<file path="config.mk">
export PLATFORM = sky130hd
export DESIGN_NAME = rx_os_sampler
export DESIGN_NICKNAME = d
export VERILOG_FILES = /design/src/rtl/rx_os_sampler_pkg.sv /design/src/rtl/rx_maj3_voter.sv /design/src/rtl/rx_os_sampler.sv
export SDC_FILE = /design/constraint.sdc
export NUM_CORES = 1
export LEC_CHECK = 0
export ABC_AREA = 1
export CAP_MARGIN = 20
export CORE_ASPECT_RATIO = 1.25
export CORE_MARGIN = 5
export CORE_UTILIZATION = 29
export DETAILED_ROUTE_END_ITERATION = 12
export PLACE_DENSITY_LB_ADDON = 0.15
export RECOVER_POWER = 25
export REMOVE_ABC_BUFFERS = 1
export SYNTH_ARGS = -nofsm -noshare
export SYNTH_HDL_FRONTEND = slang
export SYNTH_SLANG_ARGS = --single-unit
</file>
<file path="constraint.sdc">
create_clock -name i_clk -period 4.2 [get_ports i_clk]
set_input_delay 0.84 -clock i_clk [delete_from_list [all_inputs] [get_ports i_clk]]
set_output_delay 0.84 -clock i_clk [all_outputs]
set_load 0.02 [all_outputs]
</file>
<file path="src/rtl/rx_os_sampler_pkg.sv">
// rx_os_sampler_pkg: shared UART receive constants and majority-of-3 helper
// Used by the oversampling tick generator, its voter and the TX loopback checker.
package rx_os_sampler_pkg;
    localparam int OSR_16      = 16;
    localparam int OSR_13      = 13;
    localparam int MIN_OSR_DEF = 4;

    function automatic logic maj3(input logic a, input logic b, input logic c);
        return (a & b) | (a & c) | (b & c);
    endfunction
endpackage

</file>
<file path="src/rtl/rx_maj3_voter.sv">
// rx_maj3_voter: mid-bit sample registers, 3-point vote and noise flag
// Ports:
//   i_clk, i_rst      clock, asynchronous active-high reset
//   i_clr             synchronous clear (drops samples and any pending result)
//   i_s0, i_s1, i_s2  en-qualified strobes for cnt == mid-1, mid, mid+1
//   i_rx              synchronised RX line
//   o_bit_valid       one-cycle pulse, o_bit_out/o_noise_flag valid
//   o_bit_out         voted (or single-sampled) bit
//   o_noise_flag      samples disagreed (0 when MAJ_EN = 0)
import rx_os_sampler_pkg::*;

module rx_maj3_voter #(
    parameter int MAJ_EN = 1
) (
    input  logic i_clk,
    input  logic i_rst,
    input  logic i_clr,
    input  logic i_s0,
    input  logic i_s1,
    input  logic i_s2,
    input  logic i_rx,
    output logic o_bit_valid,
    output logic o_bit_out,
    output logic o_noise_flag
);
    logic r_s0, r_s1, r_bit_valid, r_bit_out, r_noise_flag;

    always_ff @(posedge i_clk or posedge i_rst) begin
        if (i_rst) begin
            r_s0         <= 1'b0;
            r_s1         <= 1'b0;
            r_bit_valid  <= 1'b0;
            r_bit_out    <= 1'b0;
            r_noise_flag <= 1'b0;
        end else if (i_clr) begin
            r_s0         <= 1'b0;
            r_s1         <= 1'b0;
            r_bit_valid  <= 1'b0;
            r_bit_out    <= 1'b0;
            r_noise_flag <= 1'b0;
        end else begin
            r_bit_valid <= (MAJ_EN != 0) ? i_s2 : i_s1;
            if (i_s0)
                r_s0 <= i_rx;
            if (i_s1)
                r_s1 <= i_rx;
            // the third sample is taken straight from the line on its own strobe
            if (MAJ_EN != 0) begin
                if (i_s2) begin
                    r_bit_out    <= maj3(r_s0, r_s1, i_rx);
                    r_noise_flag <= !((r_s0 == r_s1) && (r_s1 == i_rx));
                end
            end else if (i_s1) begin
                r_bit_out    <= i_rx;
                r_noise_flag <= 1'b0;
            end
        end
    end

    assign o_bit_valid  = r_bit_valid;
    assign o_bit_out    = r_bit_out;
    assign o_noise_flag = r_noise_flag;
endmodule

</file>
<file path="src/rtl/rx_os_sampler.sv">
// rx_os_sampler: UART RX oversample counter with mid-bit/bit-end ticks and bit sampling
// Ports:
//   i_clk, i_rst   clock, asynchronous active-high reset
//   i_en           oversample enable from the baud generator
//   i_syn_clr      realign counter to a detected start edge (priority over i_en)
//   i_osr          requested oversamples per bit (0 means 2^CNT_W)
//   i_rx_in        synchronised RX line
//   o_mid_tick     pulse after the en cycle at cnt == mid
//   o_bit_end      pulse after the en cycle at cnt == osr_q-1
//   o_bit_valid    pulse, o_bit_out/o_noise_flag valid
//   o_bit_out      sampled bit
//   o_noise_flag   majority samples disagreed
import rx_os_sampler_pkg::*;

module rx_os_sampler #(
    parameter int CNT_W       = 5,
    parameter int DEFAULT_OSR = OSR_16,
    parameter int MIN_OSR     = MIN_OSR_DEF,
    parameter int MAJ_EN      = 1
) (
    input  logic             i_clk,
    input  logic             i_rst,
    input  logic             i_en,
    input  logic             i_syn_clr,
    input  logic [CNT_W-1:0] i_osr,
    input  logic             i_rx_in,
    output logic             o_mid_tick,
    output logic             o_bit_end,
    output logic             o_bit_valid,
    output logic             o_bit_out,
    output logic             o_noise_flag
);
    localparam logic [CNT_W-1:0] DEF = CNT_W'(DEFAULT_OSR);
    localparam logic [CNT_W-1:0] ONE = CNT_W'(1);

    logic [CNT_W-1:0] r_cnt, r_osr_q, w_osr_cl, w_last, w_mid;
    logic             r_mid_tick, r_bit_end;
    logic             w_at_mid, w_at_last, w_at_pre, w_at_post;

    // 0 is legal (2^CNT_W); other values below the minimum fall back to the default
    assign w_osr_cl  = (i_osr != '0 && int'(i_osr) < MIN_OSR) ? DEF : i_osr;
    // osr_q == 0 wraps to all-ones, which is the last count for 2^CNT_W
    assign w_last    = r_osr_q - ONE;
    assign w_mid     = w_last >> 1;
    assign w_at_mid  = r_cnt == w_mid;
    assign w_at_last = r_cnt == w_last;
    assign w_at_pre  = r_cnt == w_mid - ONE;
    assign w_at_post = r_cnt == w_mid + ONE;

    always_ff @(posedge i_clk or posedge i_rst) begin
        if (i_rst) begin
            r_cnt      <= '0;
            r_osr_q    <= DEF;
            r_mid_tick <= 1'b0;
            r_bit_end  <= 1'b0;
        end else if (i_syn_clr) begin
            r_cnt      <= '0;
            r_osr_q    <= w_osr_cl;
            r_mid_tick <= 1'b0;
            r_bit_end  <= 1'b0;
        end else begin
            r_mid_tick <= i_en & w_at_mid;
            r_bit_end  <= i_en & w_at_last;
            if (i_en) begin
                r_cnt <= w_at_last ? '0 : r_cnt + ONE;
                // OSR only changes on a bit boundary
                if (w_at_last)
                    r_osr_q <= w_osr_cl;
            end
        end
    end

    rx_maj3_voter #(
        .MAJ_EN(MAJ_EN)
    ) u_voter (
        .i_clk       (i_clk),
        .i_rst       (i_rst),
        .i_clr       (i_syn_clr),
        .i_s0        (i_en & w_at_pre),
        .i_s1        (i_en & w_at_mid),
        .i_s2        (i_en & w_at_post),
        .i_rx        (i_rx_in),
        .o_bit_valid (o_bit_valid),
        .o_bit_out   (o_bit_out),
        .o_noise_flag(o_noise_flag)
    );

    assign o_mid_tick = r_mid_tick;
    assign o_bit_end  = r_bit_end;
endmodule

</file>
==> results_dict.tcl, run 1 <==
set metrics [dict create \
    hpwl_um 2580 \
    syn_avg_cell_area_um2 6.87 \
    port_buffers 14 \
    end_kind "flip-flop" \
    n_antenna_cell 0 \
    h-tree-depth 1 \
    antenna_found_initial 0 \
    vias 1209 \
    route.detailed.drc 0 \
    critPathKind "flip-flop to flip-flop" \
    cts_tree "done" \
    peakVddDrop_uv 152 \
    final_area_mm2 0.00158 \
    r2r_start "r_osr_q[0]" \
    yosysWarnings 0 \
    cp_data_required_time_ps 4340 \
    setup_viol 0 \
    rows 27 \
    grt_pass1_vias 1195 \
    fmax_mhz 464 \
    syn_inst 193 \
    gp_congestion 0.768 \
    leakage_uw 0.000817 \
    powerDensity_mw_per_mm2 324 \
    cp-endpoint "u_voter.o_bit_out" \
    slowest_delay_ps 410 \
    grt_first_pass_wirelength_um 5460 \
    ys_seq_elements 17 \
    fin_skew_ps 7.60 \
    ctsResizeCount 0 \
    final_layout_size_suffix_gt1_share_pct 11.5 \
    reg2reg_depth 13 \
    area_growth_pct 18.9 \
    fin_nets 226 \
    ff2ff_setup_slack_ps 2040 \
    fillerInstances 496 \
    status "finished clean" \
    tightest_slew_ps 647 \
    regArea_um2 427 \
    synth_cell_types 25 \
    cts_made_buffers 3 \
    synth_seq_area_share_pct 32.2 \
    num_io_pins 15 \
    grt_usage_pct 11.5 \
    dieWidth_um 70.5 \
    wl_per_cell_um 11.7 \
    whs_ps 523 \
    slew_headroom_pct 56.8 \
    viasPerCell 4.53 \
    drtPass1Iterations 4 \
    period_minus_slack_ps 2160 \
    cts_setup_buffers 0 \
    cp.arrival_ps 2300 \
    gr-total-overflow 0 \
    crit_path_cell_trace "inv_1, ha_1, inv_2, nand2_1, nand2_2, ha_1, xor2_1, nor2_1, nand2_1, nor2_4, nand2_2, nand3_1, nand2_1" \
    start_util_pct 30.0 \
    startpoint_type "flip-flop" \
    min_path_type "flip-flop to flip-flop" \
    finalSetupTns_ps 0 \
    clockRootBuffer "clkbuf_8" \
    rsz0062_at_grt "no" \
    crit_slowest_cell "dfrtp_1" \
    hold_viol 0 \
    grt_max_degree 18 \
    startpoint "r_osr_q[0]" \
    path_clk_slew_ps 70 \
    coreArea_mm2 0.00443 \
    drv_slew 0 \
    crit_fanout 6 \
    syn_area_mm2 0.00133 \
    crit_top_cell "nand2_1" \
    drt_wl_total_um 3120 \
    clk_latency_ps 260 \
    cts.sinks 17 \
    hold_buffers 0 \
    place_area_mm2 0.00153 \
    dieArea_mm2 0.00603 \
    r2r-end "u_voter.o_bit_out" \
    max_cap_violations 0 \
    multiInputGateArea_um2 797 \
    clockBufferDepth 2 \
    initialDrtViolationCount 32 \
    drtAntennaViolNets 0 \
    fin_crit_sh_pct 51.4 \
    dieHeight_um 85.6 \
]
-- cells in the mapped netlist --
| master | number | area, µm² |
|---|---|---|
| nand2_1 | 60 | 225 |
| nand3_1 | 29 | 145 |
| inv_1 | 23 | 86.3 |
| dfrtp_1 | 16 | 400 |
| nor2_1 | 16 | 60.1 |
| ha_1 | 6 | 75.1 |
| nand2_2 | 6 | 37.5 |
| nand4_1 | 5 | 31.3 |
| o21ai_0 | 5 | 25.0 |
| nand2_4 | 3 | 33.8 |
| nor2_2 | 3 | 18.8 |
| xnor2_1 | 3 | 26.3 |
| xor2_1 | 3 | 26.3 |
| inv_2 | 2 | 7.51 |
| nor2_4 | 2 | 22.5 |
| or2_2 | 2 | 12.5 |
| a211o_1 | 1 | 8.76 |
| a21oi_1 | 1 | 5.00 |
| buf_2 | 1 | 5.00 |
| clkbuf_1 | 1 | 3.75 |
| dfstp_2 | 1 | 26.3 |
| nor3_1 | 1 | 5.00 |
| nor4_1 | 1 | 6.26 |
| o21ai_1 | 1 | 5.00 |
| xor2_4 | 1 | 27.5 |
-- how the worst min path moves through the flow --
stage	start	endpoint	slack [ps]	cells past startpoint
final	u_voter.o_bit_out	u_voter.o_bit_out	520	2
after CTS	u_voter.o_bit_out	u_voter.o_bit_out	530	2
after global placement	r_osr_q[4]	r_osr_q[4]	510	2
after global routing	r_osr_q[4]	r_osr_q[4]	550	2
after detailed placement	u_voter.o_bit_out	u_voter.o_bit_out	510	2
after floorplan	r_osr_q[4]	r_osr_q[4]	490	2
-- critical path, delay by kind of cell, from the launching register on --
kind | cells | cell delay [ps]
buffers and inverters | 2 | 190
and+or+nand+nor | 8 | 720
adders and majority gates | 2 | 580
DFF | 1 | 410
xor gates and xnor gates | 1 | 160
-- routing by layer --
layer,part of all wire (%),vias to the layer above,wire length (µm),global-route usage [%]
met1,41,547,1290,12.8
li1,-,645,-,-
met2,55,13,1710,21.4
met4,2.0,0,61,5.23
met3,1.9,4,58,1.52
met5,0,-,0,0
-- layout make-up --
cell class              count  share of cell area, %
multi-input cells         149                   50.6
flip-flops and latches     17                   27.1
repair buffers             14                   8.89
inverters                  25                   5.95
well taps                  58                   4.60
clock buffers               3                   2.62
clock inverters             1                  0.317
-- registers in the layout, summed over array words and instances, names as in the netlist --
register	flops
u_voter.r_s1	1
r_osr_q	5
o_mid_tick	1
u_voter.r_s0	1
o_bit_end	1
u_voter.o_noise_flag	1
r_cnt	5
u_voter.o_bit_out	1
u_voter.o_bit_valid	1
-- where the power goes --
part	internal, µW	leakage, µW	switching (µW)
clock network	65.9	0.0000255	57.9
logic	72.7	0.000566	120
registers	177	0.000225	16.3
total	316	0.000817	194
-- kinds of logic (layout without fill, tap and decap cells) --
group                    count (synthesis)  count (layout)  share of synthesized area [%]
AO/OA/AOI/OAI                            8               8                           3.30
AND/OR/NAND/NOR                        128             128                           45.1
flip-flops                              17              17                           32.2
adder cells (fa/ha/maj)                  6               6                           5.66
buffers and inverters                   27              43                           7.74
XOR/XNOR                                 7               7                           6.04
-- per-stage QoR --
stage | worst slack (ps) | power (µW) | instances | utilization, %
floorplan | 2290 | 341 | 191 | -
detailed placement | 1830 | 392 | 263 | 34.6
global placement | 1870 | 393 | 263 | 34.6
finish | 2040 | 510 | 267 | 35.6
CTS | 2010 | 518 | 267 | 35.6
global route | 1830 | 552 | 267 | 35.6
-- placed cells by master, fill, tap and decap left out, drive strengths merged, types with 3 or more instances in the layout --
cell,netlist,final
clkdlybuf4s50,0,13
xnor2,3,3
nor2,21,21
nand3,29,29
clkbuf,1,3
dfrtp,16,16
o21ai,6,6
nand2,69,69
ha,6,6
xor2,4,4
inv,25,25
nand4,5,5
Note: power is estimated with default switching activity, not from simulation.
==> run 2, diff against run 1 <==
Clock period 4.2 ns to 1.9 ns, I/O delays scaled along.
==> run 2 against run 1 <==
Die area stayed put. Combinational power grew to 2.7 times the previous value. Routed wire length is 2.5% higher. Design area is 11% higher. Via count is 1.8% higher. Critical path depth stayed put.
==> results_dict.tcl, run 2 (same netlist as run 1, synthesis figures left out) <==
set metrics [dict create \
    area_growth_pct 31.4 \
    vias 1231 \
    place_area_mm2 0.00163 \
    max_cap_violations 0 \
    critPathKind "flip-flop to flip-flop" \
    drtAntennaViolNets 0 \
    coreArea_mm2 0.00443 \
    startpoint "r_osr_q[0]" \
    r2r_start "r_osr_q[0]" \
    dieArea_mm2 0.00603 \
    drv_slew 0 \
    grt_pass1_vias 1205 \
    clockRootBuffer "clkbuf_8" \
    period_minus_slack_ps 1770 \
    antenna_found_initial 0 \
    hold_buffers 0 \
    startpoint_type "flip-flop" \
    setup_viol 0 \
    dieHeight_um 85.6 \
    path_clk_slew_ps 70 \
    final_common_cell "nand2_1" \
    reg2reg_depth 13 \
    grt_usage_pct 11.6 \
    n_antenna_cell 0 \
    crit_fanout 4 \
    grt_max_degree 18 \
    rows 27 \
    initialDrtViolationCount 46 \
    drt_wl_total_um 3200 \
    fin_skew_ps 5.14 \
    final_cell_mix "nand2_1 (60), nand3_1 (28), inv_1 (21)" \
    ff2ff_setup_slack_ps 130 \
    hold_viol 0 \
    hpwl_um 2630 \
    cts.sinks 17 \
    drtPass1Iterations 4 \
    final_area_mm2 0.00174 \
    seqPwrFrac_pct 34.6 \
    r2r-end "u_voter.o_noise_flag" \
    clockBufferDepth 2 \
    final_layout_size_suffix_gt1_share_pct 21.2 \
    share_comb_of_total_power_pct 42.5 \
    end_kind "flip-flop" \
    tightest_slew_ps 942 \
    min_path_type "flip-flop to flip-flop" \
    fin_nets 239 \
    wl_per_cell_um 11.4 \
    start_util_pct 30.0 \
    fin_crit_sh_pct 93.0 \
    slew_headroom_pct 37.2 \
    finalSetupTns_ps 0 \
    cp-endpoint "u_voter.o_noise_flag" \
    fmax_mhz 566 \
    num_io_pins 15 \
    grt_first_pass_wirelength_um 5470 \
    route.detailed.drc 0 \
    reg_top3 "r_cnt: 5 flops, r_osr_q: 5 flops" \
    dp.cells 275 \
    port_buffers 14 \
    power.internal_uw 766 \
    peakVddDrop_uv 310 \
    leakage_uw 0.000888 \
    h-tree-depth 1 \
    powerDensity_mw_per_mm2 705 \
    gr-total-overflow 0 \
    cp.arrival_ps 1910 \
    gp_congestion 0.795 \
    viasPerCell 4.40 \
    rsz0062_at_grt "yes" \
    final_cells 280 \
    cts_made_buffers 3 \
    dieWidth_um 70.5 \
    p_switching_uw 463 \
    p_clk_share_pct 22.8 \
    cts_tree "done" \
    status "finished clean" \
    switching_share_pct 37.7 \
    cp_data_required_time_ps 2040 \
    clk_latency_ps 260 \
]
[run 2: layer usage]
metal | GRT usage [%] | part of all wire, % | vias up
met1 | 12.4 | 42 | 547
met5 | 0 | 0 | -
li1 | - | - | 664
met4 | 4.70 | 1.9 | 0
met2 | 22.1 | 54 | 15
met3 | 1.99 | 2.1 | 5
[run 2: area by class of cell]
class	instances	area, µm²
Timing Repair Buffer	27	246
Fill cell	471	2680
Clock inverter	1	5.00
Tap cell	58	72.6
Inverter	25	93.8
Sequential cell	17	427
Clock buffer	3	41.3
Multi-Input combinational cell	149	857
[run 2: worst min path at each step]
| stage | start | depth (start not counted) | endpoint |
|---|---|---|---|
| 6_report | r_osr_q[4] | 2 | r_osr_q[4] |
| 5_1_grt | r_osr_q[4] | 2 | r_osr_q[4] |
| 4_1_cts | i_rst | 3 | r_osr_q[3] |
| 3_5_place_dp | r_osr_q[4] | 2 | r_osr_q[4] |
| 3_3_place_gp | r_osr_q[4] | 2 | r_osr_q[4] |
| 2_1_floorplan | i_rst | 1 | o_bit_end |
[run 2: worst max-delay path, cell delays in order, from the launching register on]
cell     delay [ps]
dfrtp_1         390
inv_2            80
ha_4            140
inv_2            30
nand2_1          70
nand2_2          70
ha_4            220
xor2_2          140
nor2_1          110
nand2_1          90
nor2_4          110
nand2_2          70
nand3_1          70
nand2_1          60
[run 2: power by group through the flow]
stage               Sequential, µW  Combinational, µW  Clock (µW)
finish                         426                523         280
global route                   432                589         306
CTS                            424                482         292
detailed placement             431                476           0
global placement               431                477           0
floorplan                      430                323           0
[run 2: what timing repair did]
item	in CTS	in global routing
pin swaps	0	4
gates cloned	0	0
setup buffers	0	1
gates resized for setup	1	11
endpoints found under the setup margin	4	16
[run 2: per-stage QoR]
step | util [%] | worst slack [ps] | hold WS (ps) | power [µW]
5_1_grt | 39.4 | -14.4 | 553 | 1330
3_5_place_dp | 36.9 | 8.05 | 503 | 907
2_1_floorplan | - | -12.6 | 305 | 753
6_report | 39.4 | 133 | 512 | 1230
4_1_cts | 38.0 | 5.03 | 432 | 1200
3_3_place_gp | 36.9 | 19.3 | 502 | 908
